==> config.mk <==
export PLATFORM = sky130hd
export DESIGN_NAME = kb_cursor_ctrl_flat
export DESIGN_NICKNAME = d
export VERILOG_FILES = /design/src/rtl/kb_cursor_ctrl_if.sv /design/src/rtl/kb_cursor_ctrl.sv /design/src/flat_wrapper.sv
export SDC_FILE = /design/constraint.sdc
export NUM_CORES = 1
export LEC_CHECK = 0
export ABC_AREA = 1
export ABC_CLOCK_PERIOD_IN_PS = 1700
export CAP_MARGIN = 0
export CORE_MARGIN = 2
export CORE_UTILIZATION = 50
export CTS_BUF_LIST = sky130_fd_sc_hd__clkbuf_4 sky130_fd_sc_hd__clkbuf_8
export DETAILED_ROUTE_END_ITERATION = 10
export PLACE_DENSITY = 0.75
export SLEW_MARGIN = 0
export SYNTH_ARGS = -nofsm -noshare
export SYNTH_HDL_FRONTEND = slang
export SYNTH_SLANG_ARGS = --single-unit
==> constraint.sdc <==
create_clock -name clk50 -period 1.7 [get_ports clk50]
set_input_delay 0.17 -clock clk50 [delete_from_list [all_inputs] [get_ports clk50]]
set_output_delay 0.17 -clock clk50 [all_outputs]
set_load 0.05 [all_outputs]
==> src/rtl/kb_cursor_ctrl_if.sv <==
// Signal bundle between the PS/2 receiver / board updater and the cursor controller.
interface kb_cursor_ctrl_if;
  logic [7:0]  scan_code;
  logic        scan_valid;
  logic        done_bu;
  logic [5:0]  cursor;
  logic        enter_pressed;
  logic        confirm_pressed;
  logic        esc_pressed;
  logic        busy;
  logic        timeout_err;
  logic [15:0] seg_code;

  modport master (
    output scan_code, scan_valid, done_bu,
    input  cursor, enter_pressed, confirm_pressed, esc_pressed, busy, timeout_err, seg_code
  );

  modport slave (
    input  scan_code, scan_valid, done_bu,
    output cursor, enter_pressed, confirm_pressed, esc_pressed, busy, timeout_err, seg_code
  );
endinterface

==> src/rtl/kb_cursor_ctrl.sv <==
// PS/2 scan-code parser driving an 8x8 board cursor and a select/confirm/wait
// handshake with the board updater, including a bounded wait for done_bu.
module kb_cursor_ctrl #(
  parameter logic [2:0]  RESET_X    = 3'd0,
  parameter logic [2:0]  RESET_Y    = 3'd1,
  parameter logic [23:0] BU_TIMEOUT = 24'd1_000_000
) (
  input logic             clk50,
  input logic             RST,
  kb_cursor_ctrl_if.slave bus
);

  typedef enum logic [1:0] {P_IDLE, P_EXT, P_BRK, P_EXT_BRK} pstate_t;
  typedef enum logic [1:0] {S_IDLE, S_SEL, S_WAIT} sstate_t;
  typedef enum logic [2:0] {K_NONE, K_UP, K_DOWN, K_LEFT, K_RIGHT, K_ENTER, K_ESC} key_t;

  function automatic key_t decode_key(input logic ext, input logic [7:0] code);
    key_t k;
    k = K_NONE;
    if (ext) begin
      case (code)
        8'h75:   k = K_UP;
        8'h72:   k = K_DOWN;
        8'h6B:   k = K_LEFT;
        8'h74:   k = K_RIGHT;
        8'h5A:   k = K_ENTER;
        default: k = K_NONE;
      endcase
    end else begin
      case (code)
        8'h1D:   k = K_UP;
        8'h1B:   k = K_DOWN;
        8'h1C:   k = K_LEFT;
        8'h23:   k = K_RIGHT;
        8'h5A:   k = K_ENTER;
        8'h76:   k = K_ESC;
        default: k = K_NONE;
      endcase
    end
    return k;
  endfunction

  pstate_t     p_q, p_d;
  sstate_t     s_q, s_d;
  logic [2:0]  x_q, x_d, y_q, y_d;
  logic        enter_held_q, enter_held_d, esc_held_q, esc_held_d;
  logic [23:0] cnt_q, cnt_d;
  logic        enter_pressed_q, enter_pressed_d, confirm_q, confirm_d, esc_q, esc_d;
  logic        busy_q, busy_d, terr_q, terr_d;
  logic [15:0] seg_q, seg_d;

  logic        is_make_s, is_brk_s, ext_s, act_enter_s, act_esc_s;
  key_t        key_s;

  // Byte parser: prefix tracking and make/break event extraction
  always_comb begin
    p_d       = p_q;
    is_make_s = 1'b0;
    is_brk_s  = 1'b0;
    ext_s     = 1'b0;
    if (bus.scan_valid) begin
      case (p_q)
        P_IDLE: begin
          if (bus.scan_code == 8'hE0)      p_d = P_EXT;
          else if (bus.scan_code == 8'hF0) p_d = P_BRK;
          else                             is_make_s = 1'b1;
        end
        P_EXT: begin
          if (bus.scan_code == 8'hF0) begin
            p_d = P_EXT_BRK;
          end else begin
            is_make_s = 1'b1;
            ext_s     = 1'b1;
            p_d       = P_IDLE;
          end
        end
        P_BRK: begin
          is_brk_s = 1'b1;
          p_d      = P_IDLE;
        end
        P_EXT_BRK: begin
          is_brk_s = 1'b1;
          ext_s    = 1'b1;
          p_d      = P_IDLE;
        end
        default: p_d = P_IDLE;
      endcase
    end else begin
      p_d = p_q;
    end
    key_s = decode_key(ext_s, bus.scan_code);
  end

  // Held flags follow the physical key; only the first make of ENTER/ESC acts
  always_comb begin
    enter_held_d = enter_held_q;
    esc_held_d   = esc_held_q;
    if (key_s == K_ENTER) enter_held_d = is_make_s ? 1'b1 : (is_brk_s ? 1'b0 : enter_held_q);
    else                  enter_held_d = enter_held_q;
    if (key_s == K_ESC)   esc_held_d = is_make_s ? 1'b1 : (is_brk_s ? 1'b0 : esc_held_q);
    else                  esc_held_d = esc_held_q;
    act_enter_s = is_make_s && (key_s == K_ENTER) && !enter_held_q;
    act_esc_s   = is_make_s && (key_s == K_ESC) && !esc_held_q;
  end

  // Selection FSM, cursor movement, wait timeout and registered output values
  always_comb begin
    s_d       = s_q;
    x_d       = x_q;
    y_d       = y_q;
    cnt_d     = cnt_q;
    confirm_d = 1'b0;
    esc_d     = 1'b0;
    terr_d    = 1'b0;
    seg_d     = is_make_s ? {7'b0, ext_s, bus.scan_code} : seg_q;
    if (is_make_s && (s_q != S_WAIT)) begin
      case (key_s)
        K_UP:    y_d = (y_q != 3'd7) ? y_q + 3'd1 : y_q;
        K_DOWN:  y_d = (y_q != 3'd0) ? y_q - 3'd1 : y_q;
        K_RIGHT: x_d = (x_q != 3'd7) ? x_q + 3'd1 : x_q;
        K_LEFT:  x_d = (x_q != 3'd0) ? x_q - 3'd1 : x_q;
        default: begin
          x_d = x_q;
          y_d = y_q;
        end
      endcase
    end else begin
      x_d = x_q;
      y_d = y_q;
    end
    case (s_q)
      S_IDLE: begin
        cnt_d = 24'd0;
        if (act_enter_s)    s_d = S_SEL;
        else if (act_esc_s) esc_d = 1'b1;
        else                s_d = S_IDLE;
      end
      S_SEL: begin
        cnt_d = 24'd0;
        if (act_enter_s) begin
          confirm_d = 1'b1;
          s_d       = S_WAIT;
        end else if (act_esc_s) begin
          esc_d = 1'b1;
          s_d   = S_IDLE;
        end else begin
          s_d = S_SEL;
        end
      end
      S_WAIT: begin
        // done_bu has priority over an expiry in the same cycle
        if (bus.done_bu) begin
          s_d = S_IDLE;
        end else if (cnt_q == BU_TIMEOUT - 24'd1) begin
          terr_d = 1'b1;
          s_d    = S_IDLE;
        end else begin
          cnt_d = cnt_q + 24'd1;
        end
      end
      default: s_d = S_IDLE;
    endcase
    enter_pressed_d = (s_d == S_SEL);
    busy_d          = (s_d == S_WAIT);
  end

  // State and output registers
  always_ff @(posedge clk50 or negedge RST) begin
    if (!RST) begin
      p_q             <= P_IDLE;
      s_q             <= S_IDLE;
      x_q             <= RESET_X;
      y_q             <= RESET_Y;
      enter_held_q    <= 1'b0;
      esc_held_q      <= 1'b0;
      cnt_q           <= 24'd0;
      enter_pressed_q <= 1'b0;
      confirm_q       <= 1'b0;
      esc_q           <= 1'b0;
      busy_q          <= 1'b0;
      terr_q          <= 1'b0;
      seg_q           <= 16'h0000;
    end else begin
      p_q             <= p_d;
      s_q             <= s_d;
      x_q             <= x_d;
      y_q             <= y_d;
      enter_held_q    <= enter_held_d;
      esc_held_q      <= esc_held_d;
      cnt_q           <= cnt_d;
      enter_pressed_q <= enter_pressed_d;
      confirm_q       <= confirm_d;
      esc_q           <= esc_d;
      busy_q          <= busy_d;
      terr_q          <= terr_d;
      seg_q           <= seg_d;
    end
  end

  assign bus.cursor          = {y_q, x_q};
  assign bus.enter_pressed   = enter_pressed_q;
  assign bus.confirm_pressed = confirm_q;
  assign bus.esc_pressed     = esc_q;
  assign bus.busy            = busy_q;
  assign bus.timeout_err     = terr_q;
  assign bus.seg_code        = seg_q;

endmodule

==> src/flat_wrapper.sv <==
// flat-port wrapper written by rule: the top's interface ports become plain ports
module kb_cursor_ctrl_flat 
#(
  parameter logic [2:0]  RESET_X    = 3'd0,
  parameter logic [2:0]  RESET_Y    = 3'd1,
  parameter logic [23:0] BU_TIMEOUT = 24'd1_000_000
)
  (clk50, RST, bus_scan_code, bus_scan_valid, bus_done_bu, bus_cursor, bus_enter_pressed, bus_confirm_pressed, bus_esc_pressed, bus_busy, bus_timeout_err, bus_seg_code);
  kb_cursor_ctrl_if bus_i ();
  input logic clk50;
  input logic RST;
  input wire logic [$bits(bus_i.scan_code)-1:0] bus_scan_code;
  input wire logic [$bits(bus_i.scan_valid)-1:0] bus_scan_valid;
  input wire logic [$bits(bus_i.done_bu)-1:0] bus_done_bu;
  output wire logic [$bits(bus_i.cursor)-1:0] bus_cursor;
  output wire logic [$bits(bus_i.enter_pressed)-1:0] bus_enter_pressed;
  output wire logic [$bits(bus_i.confirm_pressed)-1:0] bus_confirm_pressed;
  output wire logic [$bits(bus_i.esc_pressed)-1:0] bus_esc_pressed;
  output wire logic [$bits(bus_i.busy)-1:0] bus_busy;
  output wire logic [$bits(bus_i.timeout_err)-1:0] bus_timeout_err;
  output wire logic [$bits(bus_i.seg_code)-1:0] bus_seg_code;
  assign bus_i.scan_code = bus_scan_code;
  assign bus_i.scan_valid = bus_scan_valid;
  assign bus_i.done_bu = bus_done_bu;
  assign bus_cursor = bus_i.cursor;
  assign bus_enter_pressed = bus_i.enter_pressed;
  assign bus_confirm_pressed = bus_i.confirm_pressed;
  assign bus_esc_pressed = bus_i.esc_pressed;
  assign bus_busy = bus_i.busy;
  assign bus_timeout_err = bus_i.timeout_err;
  assign bus_seg_code = bus_i.seg_code;
  kb_cursor_ctrl #(.RESET_X(RESET_X), .RESET_Y(RESET_Y), .BU_TIMEOUT(BU_TIMEOUT)) u_core (.clk50(clk50), .RST(RST), .bus(bus_i));
endmodule
==> impl_metrics.yaml, run 1 <==
cells_and_area:
  final_layout_size_suffix_gt1_frac: 0.365
  finalNetCount: 592
  design_area_sq_um: 4730
  areaGrowthSynthToFinish_pct: 41.0
  final_common_cell: "nand2_1"
  mostFrequentLayoutCells: "nand2_1 (104), buf_4 (81), dfrtp_1 (49)"
  n_fill_cell: 478
  antenna_cells: 0
synthesis:
  synth_edf_count: 0
  ys.flop_type: "dfrtp_1"
  synth_top_area_frac: 0.365
  yosysWarnings: 0
  synth_area_leaders: "dfrtp_1 (37%), nand2_1 (14%), nand3_1 (5.4%)"
  syn_area_per_cell_sq_um: 7.31
  synthArstFlopShare: 1.00
  ys_ff_latch: 50
  syn_area_sq_um: 3360
  yosys.cell_types.count: 41
  syn_inst: 459
  ys_seq_area_frac: 0.373
  yosysTopAreaCell: "dfrtp_1"
detailed_routing:
  vias_per_cell: 5.33
  finalWirelength_microns: 9120
  ant_nets: 0
  firstDrtPassIters: 5
  drc: 0
  routedWlPerCell_microns: 13.9
  first_iter_violations: 281
  vias: 3490
place:
  io_buffers: 31
  dpl_cell_area_sq_um: 4260
  gp_congestion: 0.940
  hpwl_microns: 6580
sta:
  max_freq_ghz: 0.560
  fin_ws_ps: -86.7
  relSlewSlack: 0.656
  period_share: 1.05
  setup_viol: 21
  final_hold_viol_count: 0
  skew_ps: 8.64
  rsz0062_at_grt: "yes"
  maxSlewViolCount: 0
  worstMarginPinSlew_ps: 515
  min_period_ps: 1790
pwr:
  comb_power_share: 0.449
  pwr-share-clk: 0.176
  ir_drop_mv: 1.10
  power_density_nw_per_um2: 871
  p_switching_mw: 1.80
  seqPwrFrac: 0.375
  swShare: 0.437
  power.total_mw: 4.12
  p_int_mw: 2.32
  leakage_nw: 2.29
cts:
  cts.clk_slew.worst_paths_ps: 100
  cts_max_path_buffers: 2
  numCtsBuffers: 5
  cts_tree: "yes"
  htree_levels: 2
  cts_root_buf: "clkbuf_8"
  clock-sinks: 50
  clk_latency_ps: 310
hold_path:
  min_path_type: "in2reg"
worst_setup_path:
  critical_path.startpoint: "bus_scan_code[5]"
  regToRegSetupSlack_ps: -80
  path_class: "in2reg"
  crit_fanout: 5
  cp.arrival_ps: 2000
  critPathCaptureType: "flip-flop"
  r2r-start: "u_core.p_q[1]"
  crit_end: "u_core.y_q[2]"
  cp.required_ps: 1920
  reg2reg_depth: 15
  rr_endpoint: "u_core.y_q[2]"
  startpoint_type: "input pin"
global_route:
  grt_overflow: 0
  grt_max_degree: 32
  grt_antenna_before_repair: 0
  grt_pass1_wl_microns: 14400
  grt_pass1_vias: 3147
  gr-usage-all-layers: 0.240
run_status:
  outcome: "complete, but fails checks"
  failed_checks: "negative setup slack"
floorplanning:
  start_util: 0.523
  die-area_sq_um: 7390
  core_sq_um: 6420
  die_w_microns: 85.9
  placementRows: 29
  dieHeight_microns: 85.9
  ios: 39
job:
  max_cap_viol_count: 0
repair_timing:
| action | CTS | global route |
|---|---|---|
| pin swaps | 4 | 17 |
| resized for setup | 21 | 60 |
| hold endpoints to repair | 18 | 0 |
| gates cloned | 0 | 3 |
| setup buffers | 1 | 7 |
| hold buffers | 1 | 0 |
| endpoints found under the setup margin | 14 | 37 |
synth_stat cells (2+ instances only):
cell type	instances
a21oi_1	5
buf_2	2
buf_4	7
buf_6	3
dfrtp_1	49
fa_1	2
inv_1	42
inv_2	11
nand2_1	121
nand2_2	13
nand2_4	8
nand3_1	36
nand3_2	4
nand3b_1	3
nand4_1	20
nor2_1	42
nor2_2	7
nor2_4	3
nor3_1	10
nor3_2	3
nor4_1	5
o21ai_0	21
o21ai_1	15
o21ai_2	2
or2_2	3
xor2_1	7
area by class of cell:
class | instances | area, sq um | area share
multi-input combinational | 346 | 2010 | 0.426
sequential | 50 | 1250 | 0.265
timing repair buffer | 118 | 1040 | 0.219
inverter | 55 | 224 | 0.0473
tap | 77 | 96.3 | 0.0204
clock buffer | 5 | 68.8 | 0.0145
clock inverter | 3 | 21.3 | 0.00449
timing repair inverter | 1 | 16.3 | 0.00344
routing by layer:
metal | wire length, microns | global-route usage
met5 | 0 | 0
met4 | 173 | 0.0635
met3 | 521 | 0.0356
met2 | 4330 | 0.371
met1 | 4100 | 0.353
sequential cells by signal (all words and copies together) (netlist names):
| name | flops |
|---|---|
| u_core.bus.confirm_pressed | 1 |
| u_core.bus.seg_code | 9 |
| u_core.enter_held_q | 1 |
| u_core.bus.busy | 1 |
| u_core.bus.timeout_err | 1 |
| u_core.x_q | 3 |
| u_core.cnt_q | 24 |
| u_core.s_q | 2 |
| u_core.y_q | 3 |
| u_core.esc_held_q | 1 |
| u_core.p_q | 2 |
| u_core.bus.enter_pressed | 1 |
| u_core.bus.esc_pressed | 1 |
cells by family after synthesis:
family / share of synthesized area
simple gates: 0.420
buf+inv: 0.0991
compound gates: 0.0727
flops: 0.373
fa+ha+maj: 0.0157
other cells: 0.00112
xor+xnor: 0.0183
worst max-delay path, stage by stage:
cell and delay, ps:
dlygate4sd2_1 270, inv_2 80, nand2_1 110, nor2_2 180
nand2_4 90, nand2_1 80, nor2_2 40, nand2_2 80
nand2_4 60, nand3_4 80, inv_2 40, fa_2 390
nand3_2 80, nand2_1 50, inv_1 60, nand2_1 50
nand2_1 50, nand2_1 40
how the worst min path moves through the flow:
stage	depth (start not counted)	endpoint	slack [ps]	from
floorplan	0	u_core.bus.busy	-130	RST
global placement	1	u_core.bus.seg_code[4]	150	RST
detailed placement	1	u_core.bus.seg_code[4]	160	RST
CTS	3	u_core.bus.seg_code[7]	300	bus_scan_code[7]
global route	3	u_core.bus.seg_code[7]	320	bus_scan_code[7]
finish	3	u_core.bus.seg_code[7]	300	bus_scan_code[7]
metrics by stage:
stage	hold slack, ps	setup slack, ps	util	instances	setup TNS (ps)
final	301	-86.7	0.737	655	-521
after global placement	151	-567	0.663	635	-5670
after global routing	318	-218	0.737	655	-3750
after CTS	300	-45.9	0.682	645	-69.8
after floorplan	-126	-39.0	-	465	-47.4
after detailed placement	155	-615	0.663	635	-6640
power groups by stage:
stage	Combinational (mW)	Clock (mW)	Sequential (mW)
final	1.85	0.726	1.54
after detailed placement	1.79	0	1.57
after CTS	1.79	0.738	1.55
after global placement	1.75	0	1.55
after global routing	2.00	0.782	1.57
after floorplan	0.587	0	2.11
Note: power is estimated with default switching activity, not from simulation.
==> run 2, diff against run 1 <==
SLEW_MARGIN = unset   (was 0)
==> results of run 2 <==
No change in the layout: final DEF, timing and power equal those of run 1.
